[src/rtl/bound_flasher_pkg.sv]
`default_nettype none
// +--------------------------------------------------------------------+
// | bound_flasher_pkg: shared types, default sequence, therm decode    |
// | Revision: 1.0                                                      |
// +--------------------------------------------------------------------+
package bound_flasher_pkg;

  typedef enum logic [1:0] {
    IDLE = 2'd0,
    UP   = 2'd1,
    DOWN = 2'd2
  } bf_state_e;

  localparam int BF_MAX_LEDS = 64;

  // Phase i target lives at [i*5 +: 5]; phase 0 in the low bits.
  localparam logic [29:0] BF_DEFAULT_TARGETS   = {5'd0, 5'd6, 5'd0, 5'd11, 5'd6, 5'd16};
  localparam logic [16:0] BF_DEFAULT_KICK_MASK = 17'h00041;

  function automatic logic [BF_MAX_LEDS-1:0] bf_therm(input logic [7:0] count);
    logic [BF_MAX_LEDS-1:0] v;
    v = '0;
    for (int i = 0; i < BF_MAX_LEDS; i++) begin
      v[i] = (8'(i) < count);
    end
    return v;
  endfunction

endpackage
`default_nettype wire

[src/rtl/bf_step_timer.sv]
`default_nettype none
// +--------------------------------------------------------------------+
// | bf_step_timer: step prescaler, one step pulse per STEP_DIV clocks  |
// | Revision: 1.0                                                      |
// +--------------------------------------------------------------------+
module bf_step_timer #(
  parameter int STEP_DIV = 1
) (
  input  logic clk,
  input  logic reset,
  input  logic clr,
  output logic step
);

  generate
    if (STEP_DIV <= 1) begin : g_div1
      logic w_unused;
      assign w_unused = ^{clk, reset, clr};
      assign step     = 1'b1;
    end else begin : g_divn
      localparam int TW = $clog2(STEP_DIV);
      localparam logic [TW-1:0] C_LAST = TW'(STEP_DIV - 1);
      logic [TW-1:0] r_tick;

      always_ff @(posedge clk) begin
        if (reset || clr || (r_tick == C_LAST)) begin
          r_tick <= '0;
        end else begin
          r_tick <= r_tick + TW'(1);
        end
      end

      assign step = (r_tick == C_LAST);
    end
  endgenerate

endmodule
`default_nettype wire

[src/rtl/bound_flasher_param.sv]
`default_nettype none
// +--------------------------------------------------------------------+
// | bound_flasher_param: up/down LED bar sequencer with flick kickback |
// | Kickback built only when BOUND_FLASHER_KICKBACK_EN is defined.     |
// | Revision: 1.0                                                      |
// +--------------------------------------------------------------------+
module bound_flasher_param
  import bound_flasher_pkg::*;
#(
  parameter int LED_W    = 16,
  parameter int PHASES   = 6,
  parameter logic [PHASES*$clog2(LED_W+1)-1:0] TARGETS   = BF_DEFAULT_TARGETS,
  parameter logic [LED_W:0]                    KICK_MASK = BF_DEFAULT_KICK_MASK,
  parameter int STEP_DIV = 1
) (
  input  logic                        clk,
  input  logic                        reset,
  input  logic                        flick,
  output logic [LED_W-1:0]            led,
  output logic [$clog2(PHASES)-1:0]   phase,
  output logic                        busy
);

  localparam int CW = $clog2(LED_W + 1);
  localparam int PW = $clog2(PHASES);

  bf_state_e       r_st;
  logic [CW-1:0]   r_count;
  bf_state_e       w_st_nxt;
  logic [PW-1:0]   w_phase_nxt;
  logic [CW-1:0]   w_count_nxt;
  logic [CW-1:0]   w_tgt [PHASES];
  logic [CW-1:0]   w_target;
  logic            w_start;
  logic            w_kick;
  logic            w_step;
  logic            w_last;

  generate
    if ((PHASES < 2) || (PHASES % 2 != 0)) begin : g_bad_phases
      $error("bound_flasher_param: PHASES must be even and >= 2");
    end
    if ((STEP_DIV < 1) || (LED_W > BF_MAX_LEDS)) begin : g_bad_sizes
      $error("bound_flasher_param: STEP_DIV must be >= 1 and LED_W <= 64");
    end
    // Up targets must climb above the preceding down target, down targets fall below the preceding up.
    for (genvar i = 0; i < PHASES; i++) begin : g_tgt
      localparam int T  = int'(TARGETS[i*CW +: CW]);
      localparam int PI = (i == 0) ? 0 : i - 1;
      localparam int PT = (i == 0) ? 0 : int'(TARGETS[PI*CW +: CW]);
      assign w_tgt[i] = TARGETS[i*CW +: CW];
      if (T > LED_W) begin : g_bad_range
        $error("bound_flasher_param: target exceeds LED_W");
      end
      if ((i % 2 == 0) && (T <= PT)) begin : g_bad_up
        $error("bound_flasher_param: up target not above previous down target");
      end
      if ((i % 2 == 1) && (T >= PT)) begin : g_bad_down
        $error("bound_flasher_param: down target not below previous up target");
      end
    end
  endgenerate

  assign w_target = w_tgt[phase];
  assign w_last   = (phase == PW'(PHASES - 1));

`ifdef BOUND_FLASHER_KICKBACK_EN
  assign w_kick = (r_st == DOWN) && flick && KICK_MASK[r_count] && !w_last;
`else
  logic w_unused_kick;
  assign w_unused_kick = ^KICK_MASK;
  assign w_kick        = 1'b0;
`endif

  bf_step_timer #(
    .STEP_DIV (STEP_DIV)
  ) u_timer (
    .clk   (clk),
    .reset (reset),
    .clr   (w_start | w_kick),
    .step  (w_step)
  );

  always_comb begin
    w_st_nxt    = r_st;
    w_phase_nxt = phase;
    w_count_nxt = r_count;
    w_start     = 1'b0;
    case (r_st)
      IDLE: begin
        if (flick) begin
          w_start     = 1'b1;
          w_st_nxt    = UP;
          w_phase_nxt = '0;
          w_count_nxt = '0;
        end
      end
      UP: begin
        if (w_step) begin
          if (r_count != w_target) begin
            w_count_nxt = r_count + CW'(1);
          end else begin
            w_st_nxt    = DOWN;
            w_phase_nxt = phase + PW'(1);
            w_count_nxt = r_count - CW'(1);
          end
        end
      end
      DOWN: begin
        // A kick wins over a coincident step and freezes the count for that clock.
        if (w_kick) begin
          w_st_nxt    = UP;
          w_phase_nxt = phase - PW'(1);
        end else if (w_step) begin
          if (r_count != w_target) begin
            w_count_nxt = r_count - CW'(1);
          end else if (w_last) begin
            w_st_nxt    = IDLE;
            w_phase_nxt = '0;
            w_count_nxt = '0;
          end else begin
            w_st_nxt    = UP;
            w_phase_nxt = phase + PW'(1);
            w_count_nxt = r_count + CW'(1);
          end
        end
      end
      default: begin
        w_st_nxt    = IDLE;
        w_phase_nxt = '0;
        w_count_nxt = '0;
      end
    endcase
  end

  always_ff @(posedge clk) begin
    if (reset) begin
      r_st    <= IDLE;
      r_count <= '0;
      phase   <= '0;
      led     <= '0;
      busy    <= 1'b0;
    end else begin
      r_st    <= w_st_nxt;
      r_count <= w_count_nxt;
      phase   <= w_phase_nxt;
      led     <= LED_W'(bf_therm(8'(w_count_nxt)));
      busy    <= (w_st_nxt != IDLE);
    end
  end

endmodule
`default_nettype wire
[config.mk]
export PLATFORM = sky130hd
export DESIGN_NAME = bound_flasher_param
export DESIGN_NICKNAME = d
export VERILOG_FILES = /design/src/rtl/bound_flasher_pkg.sv /design/src/rtl/bf_step_timer.sv /design/src/rtl/bound_flasher_param.sv
export SDC_FILE = /design/constraint.sdc
export NUM_CORES = 1
export LEC_CHECK = 0
export ABC_AREA = 1
export CORE_UTILIZATION = 35
export CTS_CLUSTER_SIZE = 14
export DETAILED_ROUTE_END_ITERATION = 6
export PLACE_DENSITY = 0.64
export SYNTH_ARGS = -nofsm -noshare
export SYNTH_HDL_FRONTEND = slang
export SYNTH_SLANG_ARGS = --single-unit
[constraint.sdc]
create_clock -name clk -period 2.46 [get_ports clk]
set_clock_uncertainty 0.05 [all_clocks]
set_input_delay 0.738 -clock clk [delete_from_list [all_inputs] [get_ports clk]]
set_output_delay 0.738 -clock clk [all_outputs]
set_load 0.03 [all_outputs]
==> flow_summary_export.csv <==
group,metric,value,unit
run_status,status,"complete, no violations",
hold_path,min_path_cells,2,
grt,antenna_found_initial,0,
die,die_area,0.00494,mm^2
die,die_h,70.3,um
yosys,netlist_area,0.00163,mm^2
clock_tree,clock-root-buffer,"clkbuf_8",
yosys,yosysMostFrequentCell,"nand2_1",
yosys,postSynthAreaPerCell,7.10,um^2
worst_setup_path,required,1.67,ns
route,drcViolationCount,0,
worst_setup_path,path_class,"flop to output port",
finish,fillers,470,
yosys,yosysTopAreaCellShare,31.9,%
placement,place.gp.congestion,0.906,
route,wl,3550,um
worst_setup_path,cp_max_fo,6,
route,first_iter_violations,59,
clock_tree,clock-sinks,26,
yosys,synth_top_cell_by_area,"dfxtp_1",
worst_setup_path,cp_slowest_cell,"clkdlybuf4s50_1",
worst_setup_path,path_cells,"clkdlybuf4s50_1",
yosys,synth-seq-area-share,31.9,%
worst_setup_path,arrival,1.49,ns
worst_setup_path,r2r_cells,14,
yosys,async_flop_share,0,%
clock_tree,clk_latency,0.28,ns
route,wl_per_cell,11.6,um
worst_setup_path,critical_path.top_delay_family,"buffers and inverters",
yosys,syn_inst,230,
clock_tree,cts_tree,"done",
sta,fin_setup_tns,0,ns
grt,grt_pass1_vias,1292,
sta,post-route-min-period,2.28,ns
worst_setup_path,crit_path_start_kind,"flop",
yosys,yosys-top-cells-count,"54 x nand2_1, 31 x inv_1, 26 x dfxtp_1, 22 x nor2_1, 21 x nand3_1",
yosys,yosys-top-cells-area,"dfxtp_1 32%, nand2_1 12%, ha_1 7.7%",
sta,worst_slew_pin_slew,0.449,ns
sta,setup_viol,0,
finish,area_growth,22.9,%
sta,fmax,439,MHz
yosys,synthFlopType,"dfxtp_1",
die,chipWidth,70.3,um
finish,multi_input_area,961,um^2
grt,grt_max_degree,16,
sta,slew_violations,0,
grt,track_usage,15.2,%
worst_setup_path,cp_slowest_stage_delay,0.73,ns
grt,grt_pass1_wl,5890,um
worst_setup_path,r2r_setup_slack,0.23,ns
yosys,synth_cell_types,29,
clock_tree,holdBufCountCts,0,
job,maxCapViolations,0,
clock_tree,h-tree-depth,1,
route,routed_via_density,4.70,
worst_setup_path,rr_startpoint,"phase[0]$_SDFFE_PP0P_",
hold_path,hp-start,"phase[1]$_SDFFE_PP0P_",
clock_tree,clock_path_buffers,2,
yosys,synth_seq_cells,26,
die,std_cell_rows,24,
yosys,synth_nets,243,
die,ios,23,
die,initial_utilization,37.0,%
finish,finalNetCount,269,
sta,finalHoldViolations,0,
route,ant_nets,0,
hold_path,holdPathEnd,"phase[1]$_SDFFE_PP0P_",
die,coreArea,0.00441,mm^2
route,drt_pre_antenna_iters,4,
route,vias,1443,
placement,dp_hpwl,2670,um
sta,post-route-period-util,92.5,%
finish,n_antenna_cell,0,
worst_setup_path,reg2reg_to,"led[4]$_SDFF_PP0_",
yosys,synth-edff-count,0,
clock_tree,numCtsBuffers,3,
worst_setup_path,critPathBufInv,1,
yosys,synth_warnings,0,
finish,drive_above_1_share,16.5,%
grt,gr-total-overflow,0,
sta,slew-limit-headroom,70.0,%
clock_tree,clk_pin_slew_worst_paths,0.09,ns
worst_setup_path,end_kind,"output port",
placement,port_buffers,22,
finish,seq_area,520,um^2
hold_path,min_path_type,"flop to flop",
[stage by stage]
stage / instances / instance area [um^2] / hold WS, ns / worst slack [ns] / utilization, %
CTS: 306 / 1980 / 0.501 / 0.139 / 44.8
floorplan: 230 / 1630 / 0.534 / 0.111 / -
global placement: 302 / 1910 / 0.491 / 0.190 / 43.2
finish: 307 / 2010 / 0.497 / 0.184 / 45.5
global route: 307 / 2010 / 0.535 / -0.000600 / 45.5
detailed placement: 302 / 1910 / 0.483 / 0.135 / 43.2
[layer usage]
| metal | track usage, % | share of wire [%] |
|---|---|---|
| met3 | 2.60 | 2.3 |
| met4 | 8.00 | 2.3 |
| met1 | 19.8 | 49 |
| met2 | 23.8 | 46 |
| met5 | 0 | 0 |
[cell families (layout without fill, tap and decap cells)]
group / count (synthesis) / count (layout) / share of synthesized area, %
compound gates: 21 / 21 / 7.74
xor+xnor: 7 / 7 / 3.75
fa+ha+maj: 10 / 10 / 7.66
buf+inv: 42 / 67 / 10.5
flops: 26 / 26 / 31.9
simple gates: 124 / 124 / 38.5
[tightest hold or removal path, stage by stage (launching register included)]
cell and delay [ns]:
dfxtp_1 0.32, inv_1 0.10, a211oi_1 0.08
[registers in the layout, indices dropped and copies added, names as in the netlist]
name	flops
r_count	4
r_st	2
phase	3
led	16
busy	1
[repair_timing]
item | 4_1_cts | 5_1_grt
resized for setup | 0 | 5
setup endpoints to repair | 0 | 10
buffers inserted | 0 | 1
[final cells by class]
type | instances | share of cell area (%)
clock inverters | 1 | 1.50
clock buffers | 3 | 2.06
flip-flops and latches | 26 | 25.9
inverters | 37 | 6.92
multi-input cells | 162 | 47.9
well taps | 52 | 3.24
repair buffers | 26 | 12.5
[cells in the final DEF, fill, tap and decap left out]
cell | synthesis | final
bufinv_16 | 0 | 1
nor2_4 | 4 | 4
nand2_4 | 1 | 1
nand3b_4 | 1 | 1
xor2_1 | 6 | 6
a31oi_1 | 3 | 3
nand2_1 | 54 | 53
a211oi_1 | 3 | 3
buf_4 | 1 | 4
nor2_1 | 22 | 21
inv_2 | 4 | 4
nand3_4 | 0 | 1
inv_1 | 31 | 31
xnor2_1 | 1 | 1
nand3_1 | 21 | 20
clkbuf_8 | 0 | 3
o211ai_1 | 1 | 1
nand2_2 | 8 | 9
or2_1 | 1 | 1
ha_1 | 10 | 9
nor2_2 | 2 | 3
dfxtp_1 | 26 | 26
o21ai_0 | 4 | 4
a21oi_1 | 6 | 6
a21oi_2 | 2 | 2
nand4_1 | 2 | 2
clkdlybuf4s50_1 | 0 | 22
ha_2 | 0 | 1
nand3_2 | 8 | 8
clkinv_1 | 2 | 2
o21ai_1 | 2 | 2
[worst max path at each step]
stage                                      from                  to  slack, ns  cells after the start
after floorplan           phase[0]$_SDFFE_PP0P_  led[10]$_SDFF_PP0_       0.11                     15
after global placement                    flick  led[12]$_SDFF_PP0_       0.19                      9
after detailed placement                  flick  led[12]$_SDFF_PP0_       0.13                      9
after CTS                 phase[0]$_SDFFE_PP0P_   led[4]$_SDFF_PP0_       0.14                     16
after global routing      phase[0]$_SDFFE_PP0P_   led[4]$_SDFF_PP0_    -0.0006                     16
final                     phase[2]$_SDFFE_PP0P_            phase[2]       0.18                      1
Power is not shown: default switching activity piles up to over one toggle a cycle in this logic, so the estimate is an artifact.
